**src/rtl/vga_pkg.sv**
```systemverilog
// Shared VGA 800x600 timing constants and the lock FSM state type,
// used by the sync decoder and the timing generators alike.
package vga_pkg;

   localparam int H_TOTAL    = 1056;
   localparam int HS_START   = 840;
   localparam int V_TOTAL    = 628;
   localparam int VS_START   = 601;
   localparam int LOCK_LINES = 4;

   typedef enum logic [1:0] {
      UNLOCKED,
      ACQUIRE,
      LOCKED
   } lock_state_t;

   function automatic logic [10:0] wrap_inc(input logic [10:0] v, input logic [10:0] last);
      return (v == last) ? 11'd0 : v + 11'd1;
   endfunction

endpackage

```
**src/rtl/vga_edge_det.sv**
```systemverilog
// One-flop delay plus rising-edge detect for a signal already
// synchronous to the clock.
module vga_edge_det (
   input  logic clk,
   input  logic rst_n,
   input  logic sig,
   output logic sig_d,
   output logic rise
);

   always_ff @(posedge clk or negedge rst_n) begin
      if (!rst_n) sig_d <= 1'b0;
      else        sig_d <= sig;
   end

   assign rise = sig & ~sig_d;

endmodule

```
**src/rtl/vga_sync_decoder.sv**
```systemverilog
// Recovers pixel/line position from hsync/vsync, measures the line period
// and tracks lock to nominal 800x600 timing.
module vga_sync_decoder
   import vga_pkg::*;
(
   input  logic        pclk,
   input  logic        rst_n,
   input  logic        hsync,
   input  logic        vsync,
   output logic [10:0] hcount,
   output logic [10:0] vcount,
   output logic [11:0] line_len,
   output logic        locked,
   output logic        sync_err
);

   localparam logic [10:0] H_LAST    = 11'(H_TOTAL - 1);
   localparam logic [10:0] V_LAST    = 11'(V_TOTAL - 1);
   localparam logic [11:0] H_PERIOD  = 12'(H_TOTAL);
   localparam logic [11:0] TIMEOUT   = 12'(2 * H_TOTAL - 1);
   localparam logic [2:0]  GOOD_LAST = 3'(LOCK_LINES - 1);

   logic        hsync_d, vsync_d;
   logic        hs_edge, vs_edge;
   logic        vs_pend;
   logic [11:0] per_cnt;
   logic [11:0] period;
   logic        period_ok;
   logic        timeout;
   logic [2:0]  good_cnt;
   lock_state_t state;
   logic        unused_d;

   vga_edge_det u_hs_det (
      .clk   (pclk),
      .rst_n (rst_n),
      .sig   (hsync),
      .sig_d (hsync_d),
      .rise  (hs_edge)
   );

   vga_edge_det u_vs_det (
      .clk   (pclk),
      .rst_n (rst_n),
      .sig   (vsync),
      .sig_d (vsync_d),
      .rise  (vs_edge)
   );

   assign unused_d  = hsync_d ^ vsync_d;
   assign period    = per_cnt + 12'd1;
   assign period_ok = (period == H_PERIOD);
   assign timeout   = (per_cnt == TIMEOUT);

   // Position and period counters; a vsync edge in the same cycle as hsync counts as pending.
   always_ff @(posedge pclk or negedge rst_n) begin
      if (!rst_n) begin
         hcount   <= 11'd0;
         vcount   <= 11'd0;
         vs_pend  <= 1'b0;
         per_cnt  <= 12'd0;
         line_len <= 12'd0;
      end else if (hs_edge) begin
         hcount   <= 11'(HS_START);
         per_cnt  <= 12'd0;
         line_len <= period;
         vs_pend  <= 1'b0;
         if (vs_pend || vs_edge) vcount <= 11'(VS_START);
         else                    vcount <= wrap_inc(vcount, V_LAST);
      end else begin
         hcount <= wrap_inc(hcount, H_LAST);
         if (per_cnt != 12'hFFF) per_cnt <= per_cnt + 12'd1;
         if (vs_edge)            vs_pend <= 1'b1;
         if (hcount == H_LAST)   vcount  <= wrap_inc(vcount, V_LAST);
      end
   end

   // Lock FSM; an hsync edge always wins over a coincident timeout.
   always_ff @(posedge pclk or negedge rst_n) begin
      if (!rst_n) begin
         state    <= UNLOCKED;
         good_cnt <= 3'd0;
         locked   <= 1'b0;
         sync_err <= 1'b0;
      end else begin
         sync_err <= 1'b0;
         if (hs_edge) begin
            case (state)
               UNLOCKED: begin
                  state    <= ACQUIRE;
                  good_cnt <= 3'd0;
               end
               ACQUIRE: begin
                  if (!period_ok) begin
                     good_cnt <= 3'd0;
                  end else begin
                     good_cnt <= good_cnt + 3'd1;
                     if (good_cnt == GOOD_LAST) begin
                        state  <= LOCKED;
                        locked <= 1'b1;
                     end
                  end
               end
               LOCKED: begin
                  if (!period_ok) begin
                     state    <= UNLOCKED;
                     locked   <= 1'b0;
                     sync_err <= 1'b1;
                  end
               end
               default: begin
                  state  <= UNLOCKED;
                  locked <= 1'b0;
               end
            endcase
         end else if (timeout) begin
            if (state == LOCKED) sync_err <= 1'b1;
            state  <= UNLOCKED;
            locked <= 1'b0;
         end
      end
   end

endmodule

```
**config.mk**
```make
export PLATFORM = sky130hd
export DESIGN_NAME = vga_sync_decoder
export DESIGN_NICKNAME = d
export VERILOG_FILES = /design/src/rtl/vga_pkg.sv /design/src/rtl/vga_edge_det.sv /design/src/rtl/vga_sync_decoder.sv
export SDC_FILE = /design/constraint.sdc
export NUM_CORES = 1
export LEC_CHECK = 0
export CAP_MARGIN = 25
export CORE_AREA = 2 2 77 79
export CTS_BUF_LIST = sky130_fd_sc_hd__clkbuf_2 sky130_fd_sc_hd__clkbuf_4 sky130_fd_sc_hd__clkbuf_8
export DETAILED_ROUTE_END_ITERATION = 8
export DIE_AREA = 0 0 79 81
export PLACE_DENSITY = 0.84
export SLEW_MARGIN = 20
export SYNTH_ARGS = -nofsm -noshare
export SYNTH_HDL_FRONTEND = slang
export SYNTH_SLANG_ARGS = --single-unit
```
**constraint.sdc**
```tcl
create_clock -name pclk -period 2.3 [get_ports pclk]
set_clock_uncertainty 0.05 [all_clocks]
set_input_delay 0.46 -clock pclk [delete_from_list [all_inputs] [get_ports pclk]]
set_output_delay 0.46 -clock pclk [all_outputs]
set_load 0.005 [all_outputs]
```
=== After elaboration in Yosys (flattened, before gate mapping) ===
Index checks and enable logic that the tools add are counted.
W data, S select, Z words.

* $add $sub $neg: 4
* Eq/ne operators: 12
* Mux-type cells: 29
* Bitwise gates (word level): 4
* Reductions and logical operators: 10

{| class="wikitable"
|+ Operator list
! kind !! number
|-
| $mux W11 || 6
|-
| $mux W12 || 2
|-
| $add A11 B1 Y11 const B || 2
|-
| $add A12 B1 Y12 const B || 1
|-
| $eq A12 B11 Y1 const B || 1
|-
| $eq A12 B12 Y1 const B || 1
|-
| $mux W1 || 12
|-
| $ne A12 B12 Y1 const B || 1
|-
| $eq A11 B10 Y1 const B || 1
|-
| $eq A11 B11 Y1 const B || 1
|-
| $mux W2 || 5
|-
| $reduce_bool A2 Y1 || 5
|-
| $ne A3 B3 Y1 const B || 3
|-
| $pmux W2 S3 || 1
|-
| $pmux W3 S2 || 1
|-
| $reduce_and A5 Y1 || 1
|-
| $reduce_and A4 Y1 || 1
|-
| $add A3 B1 Y3 const B || 1
|-
| $eq A3 B2 Y1 const B || 1
|-
| $mux W3 || 1
|-
| $pmux W1 S3 || 1
|-
| $and A1 B1 Y1 || 2
|-
| $eq A2 B1 Y1 const B || 1
|-
| $eq A2 B2 Y1 const B || 1
|-
| 5 further kinds || 6
|}

* Bits in registers: 56
* Bits of input ports: 4
* Output and inout port bits: 36
* Word-level logic and storage cells: 70

=== Logic depth before layout (Yosys ltp) ===
Gate-level depths: netlist of run 1.

* Depth in word-level cells: 5
* Mapped depth: 7
* Depth with buffers taken out: 7

=== Cells and area by module ===
Synthesis of run 1 repeated with hierarchy kept, for this count alone.

* Cells, all modules: 284
* Area, all modules: 2790.2 um^2

{| class="wikitable"
|+ By module, submodules not included
! module !! times used !! cells an instance !! area each (um^2) !! seq. area each (um^2)
|-
| vga_sync_decoder || 1 || 280 || 2712.6 || 1351.3
|-
| vga_edge_det || 2 || 2 || 38.8 || 25.0
|}

=== Worst setup path after synthesis of run 1 ===
OpenSTA, ideal clock, no wires.

* Path type: flip-flop to flip-flop
* From: register per_cnt[0]
* To: register state[0]
* Library setup time: 0.121 ns
* Arrival time: 2.051 ns
* Required time: 2.129 ns
* Setup slack: 0.078 ns
* Stages on the path, launching flop included: 8
* Buffers on the path: 1
* Period minus slack after synthesis: 2.222 ns
* Path through: dfrtp_1 -> and3_1 -> buf_6 -> or4_1 -> a2111o_1 -> a211oi_2 -> nand3_1 -> a22o_1

* Word-level cells in the longest chain between the ends: 4
* Elaborated cells on any way between the ends: 7
* Those cells by class: 1 x add/sub; 4 x eq/ne; 2 x reduce/logical

{| class="wikitable"
|+ Ends and longest elaborated chain
! item !! line !! text
|-
| start, declared || vga_sync_decoder.sv:26 || <nowiki>logic [11:0] per_cnt;</nowiki>
|-
| start signal, assigned || vga_sync_decoder.sv:72 || <nowiki>if (per_cnt != 12'hFFF) per_cnt <= per_cnt + 12'd1;</nowiki>
|-
| $add A12 B1 Y12 || vga_sync_decoder.sv:51 || <nowiki>assign period = per_cnt + 12'd1;</nowiki>
|-
| $eq A12 B11 Y1 || vga_sync_decoder.sv:52 || <nowiki>assign period_ok = (period == H_PERIOD);</nowiki>
|-
| $ne A3 B3 Y1 (no source line) || -- ||
|-
| $reduce_and A4 Y1 (no source line) * || -- ||
|-
| end signal, assigned || vga_sync_decoder.sv:81 || <nowiki>state <= UNLOCKED;</nowiki>
|-
| end signal, assigned || vga_sync_decoder.sv:90 || <nowiki>state <= ACQUIRE;</nowiki>
|-
| end signal, assigned || vga_sync_decoder.sv:99 || <nowiki>state <= LOCKED;</nowiki>
|-
| end, declared || vga_sync_decoder.sv:31 || <nowiki>lock_state_t state;</nowiki>
|}

Every way passes the cells marked *; elsewhere a longest branch is shown, timed or not.
A chain may end at the register's enable or synchronous reset.

=== Final worst setup path of run 1 ===
Ends and elaborated chain as after synthesis.

==> results of run 1 <==
## layout make-up
| class | count | area, um^2 | area share [%] |
|---|---|---|---|
| Sequential cell | 56 | 1400 | 41.3 |
| Multi-Input combinational cell | 207 | 1270 | 37.4 |
| Timing Repair Buffer | 52 | 495 | 14.6 |
| Tap cell | 75 | 93.8 | 2.77 |
| Clock buffer | 6 | 76.3 | 2.25 |
| Clock inverter | 2 | 35.0 | 1.03 |
| Inverter | 6 | 22.5 | 0.664 |
## registers in the layout, indices dropped and copies added, names as in the netlist
name and cells:
per_cnt 12, good_cnt 3, locked 1, vcount 11, hcount 11, vs_pend 1
u_vs_det.sig_d 1, line_len 12, u_hs_det.sig_d 1, sync_err 1, state 2
## worst max-delay path by stage
stage                                 from                   end  slack [ns]  depth (start not counted)
CTS                 per_cnt[0]$_DFFE_PN0P_  state[1]$_DFFE_PN0P_       0.004                          6
detailed placement  per_cnt[0]$_DFFE_PN0P_    sync_err$_DFF_PN0_       -0.10                          6
floorplan           per_cnt[0]$_DFFE_PN0P_  state[0]$_DFFE_PN0P_        0.08                          7
finish              per_cnt[0]$_DFFE_PN0P_  state[0]$_DFFE_PN0P_        0.03                          6
global route        per_cnt[0]$_DFFE_PN0P_  state[1]$_DFFE_PN0P_       -0.04                          6
global placement    per_cnt[0]$_DFFE_PN0P_    sync_err$_DFF_PN0_      -0.003                          6
## power breakdown
| part | internal [mW] | switching [mW] |
|---|---|---|
| clock network | 0.335 | 0.304 |
| logic | 0.355 | 0.246 |
| registers | 1.13 | 0.154 |
## layout by cell type, fill, tap and decap left out, types with 3 or more instances in the layout
cell type | netlist | layout
sky130_fd_sc_hd__nand3_1 | 16 | 16
sky130_fd_sc_hd__buf_4 | 0 | 12
sky130_fd_sc_hd__xnor2_1 | 8 | 8
sky130_fd_sc_hd__ha_1 | 5 | 4
sky130_fd_sc_hd__xor2_1 | 6 | 6
sky130_fd_sc_hd__nor2b_1 | 3 | 3
sky130_fd_sc_hd__clkbuf_8 | 0 | 5
sky130_fd_sc_hd__a21oi_1 | 8 | 7
sky130_fd_sc_hd__o21ai_1 | 5 | 5
sky130_fd_sc_hd__clkdlybuf4s50_1 | 0 | 38
sky130_fd_sc_hd__dfrtp_1 | 56 | 56
sky130_fd_sc_hd__o21ai_0 | 40 | 40
sky130_fd_sc_hd__a31oi_1 | 5 | 4
sky130_fd_sc_hd__or3_1 | 3 | 3
sky130_fd_sc_hd__and3_1 | 8 | 7
sky130_fd_sc_hd__nand2b_1 | 6 | 6
sky130_fd_sc_hd__nand2_1 | 36 | 36
sky130_fd_sc_hd__inv_1 | 6 | 6
sky130_fd_sc_hd__nor2_1 | 18 | 18
sky130_fd_sc_hd__nand4_1 | 4 | 4
## metal layers
layer	GRT usage [%]	part of all wire, %
met4	7.41	1.7
met2	28.9	47
met3	3.33	3.4
met5	0	0
met1	24.7	48
## kinds of logic (layout without fill, tap and decap cells)
| logic type | Yosys count | count (layout) | synth area share (%) |
|---|---|---|---|
| and+or+nand+nor | 112 | 112 | 21.2 |
| buffers and inverters | 16 | 66 | 2.51 |
| xor gates and xnor gates | 14 | 14 | 4.56 |
| muxes | 1 | 1 | 0.372 |
| adders and majority gates | 5 | 5 | 2.33 |
| DFF | 56 | 56 | 52.1 |
| AOI/OAI and AO/OA | 75 | 75 | 17.0 |
## through the flow
stage | utilization (%) | area, um^2 | hold slack, ns
global placement | 56.7 | 3220 | 0.411
global route | 59.8 | 3390 | 0.151
floorplan | - | 2690 | 0.114
finish | 59.8 | 3390 | 0.103
detailed placement | 56.7 | 3220 | 0.416
CTS | 59.0 | 3350 | 0.130
## worst max-delay path: cells and delay by family (launching register included)
kind | cells | cell delay, ns
AOI/OAI and AO/OA | 3 | 0.92
and+or+nand+nor | 3 | 0.76
DFF | 1 | 0.43
## timing repair
| action | in CTS | in global routing |
|---|---|---|
| setup buffers | 1 | 1 |
| endpoints found under the setup margin | 2 | 14 |
| resized for setup | 3 | 6 |
| pin swaps | 1 | 3 |
| hold buffers | 0 | 0 |
==> results.md, run 1 <==
- Dividing the final minimum period by the clock period gives ~99%.
- Along the worst path, the maximum fanout reaches 4.
- Setup repair after global routing could not meet its margin everywhere.
- The critical path class is flop to flop.
- The leakage power figure is 1.36 nW.
- The share of flip-flops with an asynchronous set or reset is between 90% and 100%.
- The number of buffers added by the clock tree synthesis step is 5.
- The initial cell density of the core is a little under half.
- After synthesis the cells add up to around 0.0027 mm^2.
- The endpoint identified for the worst register-to-register timing path is state[0]$_DFFE_PN0P_.
- The power per cell area is 743 mW/mm^2.
- The shortest clock period the worst path allows after layout is 2.27 ns.
- The first global-routing pass estimated 9230 um of wire.
- Data on the critical path arrives at its endpoint at 2.41 ns.
- Walking the worst path, the cells encountered are and3_4 > or4_1 > a2111o_1 > a211oi_2 > nand3_1 > a22o_1.
- The number of inserted diodes is 0.
- The floorplan step set the die height to 81 um.
- The number of buffers inserted by port buffering is 39.
- The main flop type after synthesis is sky130_fd_sc_hd__dfrtp_1.
- The number of standard cells after synthesis is 279.
- Entering global routing, the biggest net connects 31 pins.
- After synthesis the netlist holds a flip-flop and latch count of 56.
- Global routing consumed, over all layers together, between 10% and 20% of the routing resources.
- Max-cap violations in this run came to 0.
- The count of standard-cell rows is 28.
- The kind of start point of the critical path is a flop.
- The flow ran to the end, and the final reports show no timing, DRC or antenna violations.
- The post-route non-filler standard cell count is approximately 400.
- The clock reaches the later pin of the worst-skew pair after 0.30 ns.
- The H-tree depth is 2.
- The number of primary I/O pins is 40.
- The post-synthesis area per instance is around 9.6 um^2.
- The floorplan step defined a die boundary enclosing roughly 0.0064 mm^2.
- The area growth from synthesis to layout is 26.1%.
- TritonCTS built the clock tree.
- The number of max-slew violations in the final report is 0.
- The clock sink count is between 50 and 60.
- By instance count, the leading cell after synthesis is sky130_fd_sc_hd__dfrtp_1.
- The synthesized netlist net count is around 290.
- The via density per instance is approximately 5.5.
- The root buffer cell chosen for the clock tree is sky130_fd_sc_hd__clkbuf_8.
- The number of different library cells in the post-synthesis netlist is 46.
- The worst setup slack after placement is -0.101 ns.
- The number of optimization iterations in the first detailed-route pass is 4.
- Setup violations remaining at the end of the flow were counted as 0.
- The count of endpoints failing hold in the final timing report is 0.
- By area the synthesized netlist is led by sky130_fd_sc_hd__dfrtp_1 52%, sky130_fd_sc_hd__o21ai_0 7.4%, sky130_fd_sc_hd__nand2_1 5.0%, sky130_fd_sc_hd__nand3_1 3.0%, sky130_fd_sc_hd__xnor2_1 2.6%.
- Detailed routing inserted a total of around 2,200 vias.
- The slowest cell on the critical path is sky130_fd_sc_hd__a2111o_1.
- The post-route antenna net violation count is 0.
- The number of nets in the layout is roughly 340.
- The maximum clock rate is about 440 MHz.
- The origin of the critical flop-to-flop path is per_cnt[0]$_DFFE_PN0P_.
- The commonest cells after synthesis are 56 x sky130_fd_sc_hd__dfrtp_1, 40 x sky130_fd_sc_hd__o21ai_0, 36 x sky130_fd_sc_hd__nand2_1.
- The setup slack of the critical path after layout is about 0.034 ns.
- The headroom to the max-slew limit is around 57%.
- The leading area contributor after synthesis is sky130_fd_sc_hd__dfrtp_1.
- The completed layout was analyzed and its total power is between 2 and 3 mW.
- For flop-to-flop paths, the worst setup slack is about 0.034 ns.
- The via count of the first global-routing pass is 2,101.
- The fill cell total of the finished layout is 510.
- The area of the core region is about 0.0057 mm^2.
- The wire length per cell is ~13 um.
- Routability-driven placement finished with a final weighted congestion of slightly below 0.9.
- The wire-length estimate of the detail-placed layout is a little under 4000 um.
- For this run, design rule violations remaining after detail routing come to 0.
- STA classifies the critical path endpoint as a flop.
- The number of antenna violations at the first check in global routing was 0.
- Of the synthesized area, sequential elements account for between 50 and 60%.
- Counting flops with a built-in enable in the synthesized netlist gives 0.
- The die width is slightly below 80 um.
- At the worst endpoint, the required time is between 2 and 2.5 ns.
- For this run, the number of Yosys warnings is 0.
- The number of cells on the worst reg-to-reg path is 6.
- Setup total negative slack on the finished layout was measured at 0 ns.
- The worst hold path belongs to the class input port to async pin.
- The maximum buffer depth of the clock tree is 2.
- The CTS clock-pin slew for the worst setup and hold paths is 0.09 ns.
- The worst-case IR drop observed on VDD is about 0.42 mV.
- The actual transition at the worst max-transition pin is 0.641 ns.
- The total overflow left after global routing is 0.
- The largest single stage delay on the critical path is ~0.46 ns.
- Wires add up to around 5500 um.
- Of the post-synthesis cell area, the dominant cell type holds between 50 and 60%.
- The cell count after placement is 394.
- Cells with a size suffix above 1 make up between 10 and 15% of the layout.
- For this block, the initial DRC count from the detailed router was roughly 110.
(Power assumes the default switching activity.)
==> run 2: changes to the inputs <==
--- a/config.mk
+++ b/config.mk
@@ -6,10 +6,11 @@
 export NUM_CORES = 1
 export LEC_CHECK = 0
 export CAP_MARGIN = 25
-export CORE_AREA = 2 2 77 79
+export CORE_AREA = 5 5 80 82
 export CTS_BUF_LIST = sky130_fd_sc_hd__clkbuf_2 sky130_fd_sc_hd__clkbuf_4 sky130_fd_sc_hd__clkbuf_8
 export DETAILED_ROUTE_END_ITERATION = 8
-export DIE_AREA = 0 0 79 81
+export DIE_AREA = 0 0 85 87
+export HOLD_SLACK_MARGIN = 0.05
 export PLACE_DENSITY = 0.84
 export SLEW_MARGIN = 20
 export SYNTH_ARGS = -nofsm -noshare
==> run 2 against run 1 <==
  * Wire length up 5.3%
  * Global-route usage decreased by 1.4 points
  * Largest cell class unchanged
  * Critical path depth did not move
  * Clock-buffer cell count did not move
  * Final cell count did not move
  * Sequential cell count unchanged
  * Highest routed layer unchanged
  * Combinational power up 1%
  * Worst hold slack worse by 0.037 ns
  * Sequential power is essentially flat
==> results.md, run 2 (synthesis gave the netlist of run 1 again) <==
- The aggregate routed wire length is approximately 5700 um.
- The first-pass GRT wire length is a little over 10,000 um.
- On the final layout, the worst hold slack is ~0.066 ns.
- The number of inserted diodes is 0.
- Cells with a size suffix above 1 make up under 10% of the layout.
- The H-tree depth is 2.
- For this configuration, the core starts out at a cell density of a little under half.
- During I/O placement, the number of pins put on the boundary was 40.
- The height of the chip is just under 90 um.
- In the final routed layout, each cell accounts on average for between 10 and 15 um.
- Summing all multi-input logic gate instances after layout gives between 0.001 and 0.0015 mm^2.
- After layout, the worst setup slack is 0.0826 ns.
- The congestion estimate from routability-driven global placement came to approximately 0.86.
- Power spread over the standard cell area amounts to ~730 mW/mm^2.
- The clock passes through at most 2 buffers.
- The hold buffer count at CTS is 0.
- The area growth from synthesis to layout is 24.7%.
- The floorplan step set the die width to roughly 85 um.
- Measured in cells, the most critical reg-to-reg path has a length of 6.
- The number of buffers added by the clock tree synthesis step is 5.
- The capture point of the worst reg-to-reg path is state[1]$_DFFE_PN0P_.
- The number of buffers inserted by port buffering is 39.
- The max-capacitance violation count is 0.
- The DRC violation count after routing is 0.
- The largest registers in the layout are line_len x12, per_cnt x12.
- The number of antenna violations at the first check in global routing is 0.
- Setup repair after global routing could not meet its margin everywhere.
- Setup violations remaining at the end of the flow were counted as 0.
- The total area of sequential cells is approximately 0.0014 mm^2.
- The worst-case IR drop observed on VDD is 0.441 mV.
- The clock sink count is 56.
- The origin of the critical flop-to-flop path is per_cnt[0]$_DFFE_PN0P_.
- Entering global routing, the biggest net connects 57 pins.
- The first detailed-routing pass took 5 iterations.
- The number of nets in the layout is 337.
- Counting the fill cells in the layout gives between 500 and 600.
- The core region is approximately 0.0057 mm^2.
- Leaving out fill and tap cells, the most frequent cell in the layout is sky130_fd_sc_hd__dfrtp_1.
- The number of max-slew violations in the final report was 0.
- In the routed layout, each cell is associated on average with a via count of roughly 5.6.
- The count of endpoints failing hold in the final timing report is 0.
- Counting tap cells, the placed design contains a total of between 300 and 400 instances.
- The critical path in this run is classified as flop to flop.
- Leaving out fill and tap cells, the most frequent cells in the layout are 56 x sky130_fd_sc_hd__dfrtp_1, 40 x sky130_fd_sc_hd__o21ai_0, 38 x sky130_fd_sc_hd__clkdlybuf4s50_1, 36 x sky130_fd_sc_hd__nand2_1, 18 x sky130_fd_sc_hd__nor2_1.
- The post-route antenna net violation count is 0.
- The die covers about 0.0074 mm^2.
- The via count of the first global-routing pass is approximately 2,300.
- The starting DRC count in detailed routing is 154.
- At the pin with the least slew margin, the transition time is between 0.4 and 0.5 ns.
- The total overflow left after global routing is 0.
- The maximum clock rate is roughly 450 MHz.
- The later pin in the worst-skew pair is clocked with a latency of between 0.3 and 0.4 ns.
- TritonCTS built the clock tree.
- The run finished with clean final reports.
- The design draws roughly 2.4 mW.
- The highest net fanout along the worst path is 4.
- For the worst setup path, the data required time is approximately 2.5 ns.
- OpenSTA, run right after detailed placement, puts the worst setup slack at -0.0301 ns.
- The post-route non-filler standard cell count is slightly above 400.
- The detailed placer's ending HPWL is around 4200 um.
- The CTS clock-pin slew for the worst setup and hold paths is 0.10 ns.
- The leakage power figure is ~1.4 nW.
- Global routing consumed, over all layers together, approximately 17% of the routing resources.
- Subtracting the final worst setup slack from the clock period gives between 2 and 2.5 ns.
- The kind of start point of the critical path is a flop.
- The setup check on the worst reg-to-reg path leaves a slack of between 0.08 and 0.09 ns.
- The sort of element at the end of the critical path is a flop.
- The kind of path behind the tightest hold check is input port to async pin.
- The final critical path takes up between 90% and 100% of the cycle.
- The worst pin sits at a relative slew slack of about two thirds.
- In this run the core area contains 28 standard-cell rows.
- CTS placed an instance of sky130_fd_sc_hd__clkbuf_8 at the clock tree root.
- After routing, the total negative slack on setup checks comes to 0 ns.
- The data arrival at the endpoint of the critical path is 2.39 ns.
- The total vias in the final route is 2,269.
-- run 2: layout make-up --
| cell class | count | share of cell area, % |
|---|---|---|
| flip-flops and latches | 56 | 41.8 |
| multi-input cells | 207 | 37.2 |
| repair buffers | 52 | 14.8 |
| well taps | 75 | 2.80 |
| clock buffers | 6 | 2.46 |
| inverters | 6 | 0.671 |
| clock inverters | 2 | 0.298 |
-- run 2: per-stage QoR --
stage | utilization, % | instance area, um^2
3_3_place_gp | 56.7 | 3220
3_5_place_dp | 56.7 | 3220
5_1_grt | 59.1 | 3350
4_1_cts | 58.4 | 3310
6_report | 59.1 | 3350
2_1_floorplan | - | 2690
-- run 2: worst max-delay path by stage --
| stage | startpoint | end | slack, ns | cells after the start |
|---|---|---|---|---|
| floorplan | per_cnt[0]$_DFFE_PN0P_ | state[0]$_DFFE_PN0P_ | 0.08 | 7 |
| global placement | per_cnt[0]$_DFFE_PN0P_ | sync_err$_DFF_PN0_ | 0.02 | 6 |
| detailed placement | hsync | vcount[6]$_DFFE_PN0P_ | -0.03 | 5 |
| CTS | per_cnt[0]$_DFFE_PN0P_ | sync_err$_DFF_PN0_ | 0.04 | 6 |
| global route | per_cnt[0]$_DFFE_PN0P_ | state[0]$_DFFE_PN0P_ | -0.06 | 7 |
| finish | per_cnt[0]$_DFFE_PN0P_ | state[1]$_DFFE_PN0P_ | 0.08 | 6 |
-- run 2: what timing repair did --
| item | 4_1_cts | 5_1_grt |
|---|---|---|
| pin swaps | 0 | 2 |
| buffers inserted | 0 | 2 |
| gates resized for setup | 1 | 6 |
| endpoints found under the setup margin | 1 | 20 |
-- run 2: power breakdown --
| part | leakage, nW | internal (mW) | switching (mW) |
|---|---|---|---|
| Combinational | 0.598 | 0.354 | 0.252 |
| Sequential | 0.705 | 1.13 | 0.156 |
| Clock | 0.0510 | 0.241 | 0.308 |
-- run 2: metal layers --
layer	routed length (um)	vias up	global-route usage, %
met1	2620	1116	20.2
met5	0	-	0
li1	-	1101	-
met2	2830	46	29.9
met4	60	0	5.47
met3	228	6	3.31
-- run 2: critical path, stage by stage (launching register included) --
cell                        delay (ns)
sky130_fd_sc_hd__dfrtp_1          0.42
sky130_fd_sc_hd__and3_1           0.19
sky130_fd_sc_hd__or4_4            0.41
sky130_fd_sc_hd__a2111o_1         0.43
sky130_fd_sc_hd__a2111oi_2        0.40
sky130_fd_sc_hd__o21ai_0          0.13
sky130_fd_sc_hd__o31ai_1          0.09
==> run 3: changes to the inputs <==
--- a/config.mk
+++ b/config.mk
@@ -8,6 +8,7 @@
 export CAP_MARGIN = 25
 export CORE_AREA = 5 5 80 82
 export CTS_BUF_LIST = sky130_fd_sc_hd__clkbuf_2 sky130_fd_sc_hd__clkbuf_4 sky130_fd_sc_hd__clkbuf_8
+export CTS_CLUSTER_DIAMETER = 40
 export DETAILED_ROUTE_END_ITERATION = 8
 export DIE_AREA = 0 0 85 87
 export HOLD_SLACK_MARGIN = 0.05
==> results of run 3 <==
The final DEF is identical to that of run 2; final timing and power are the same.
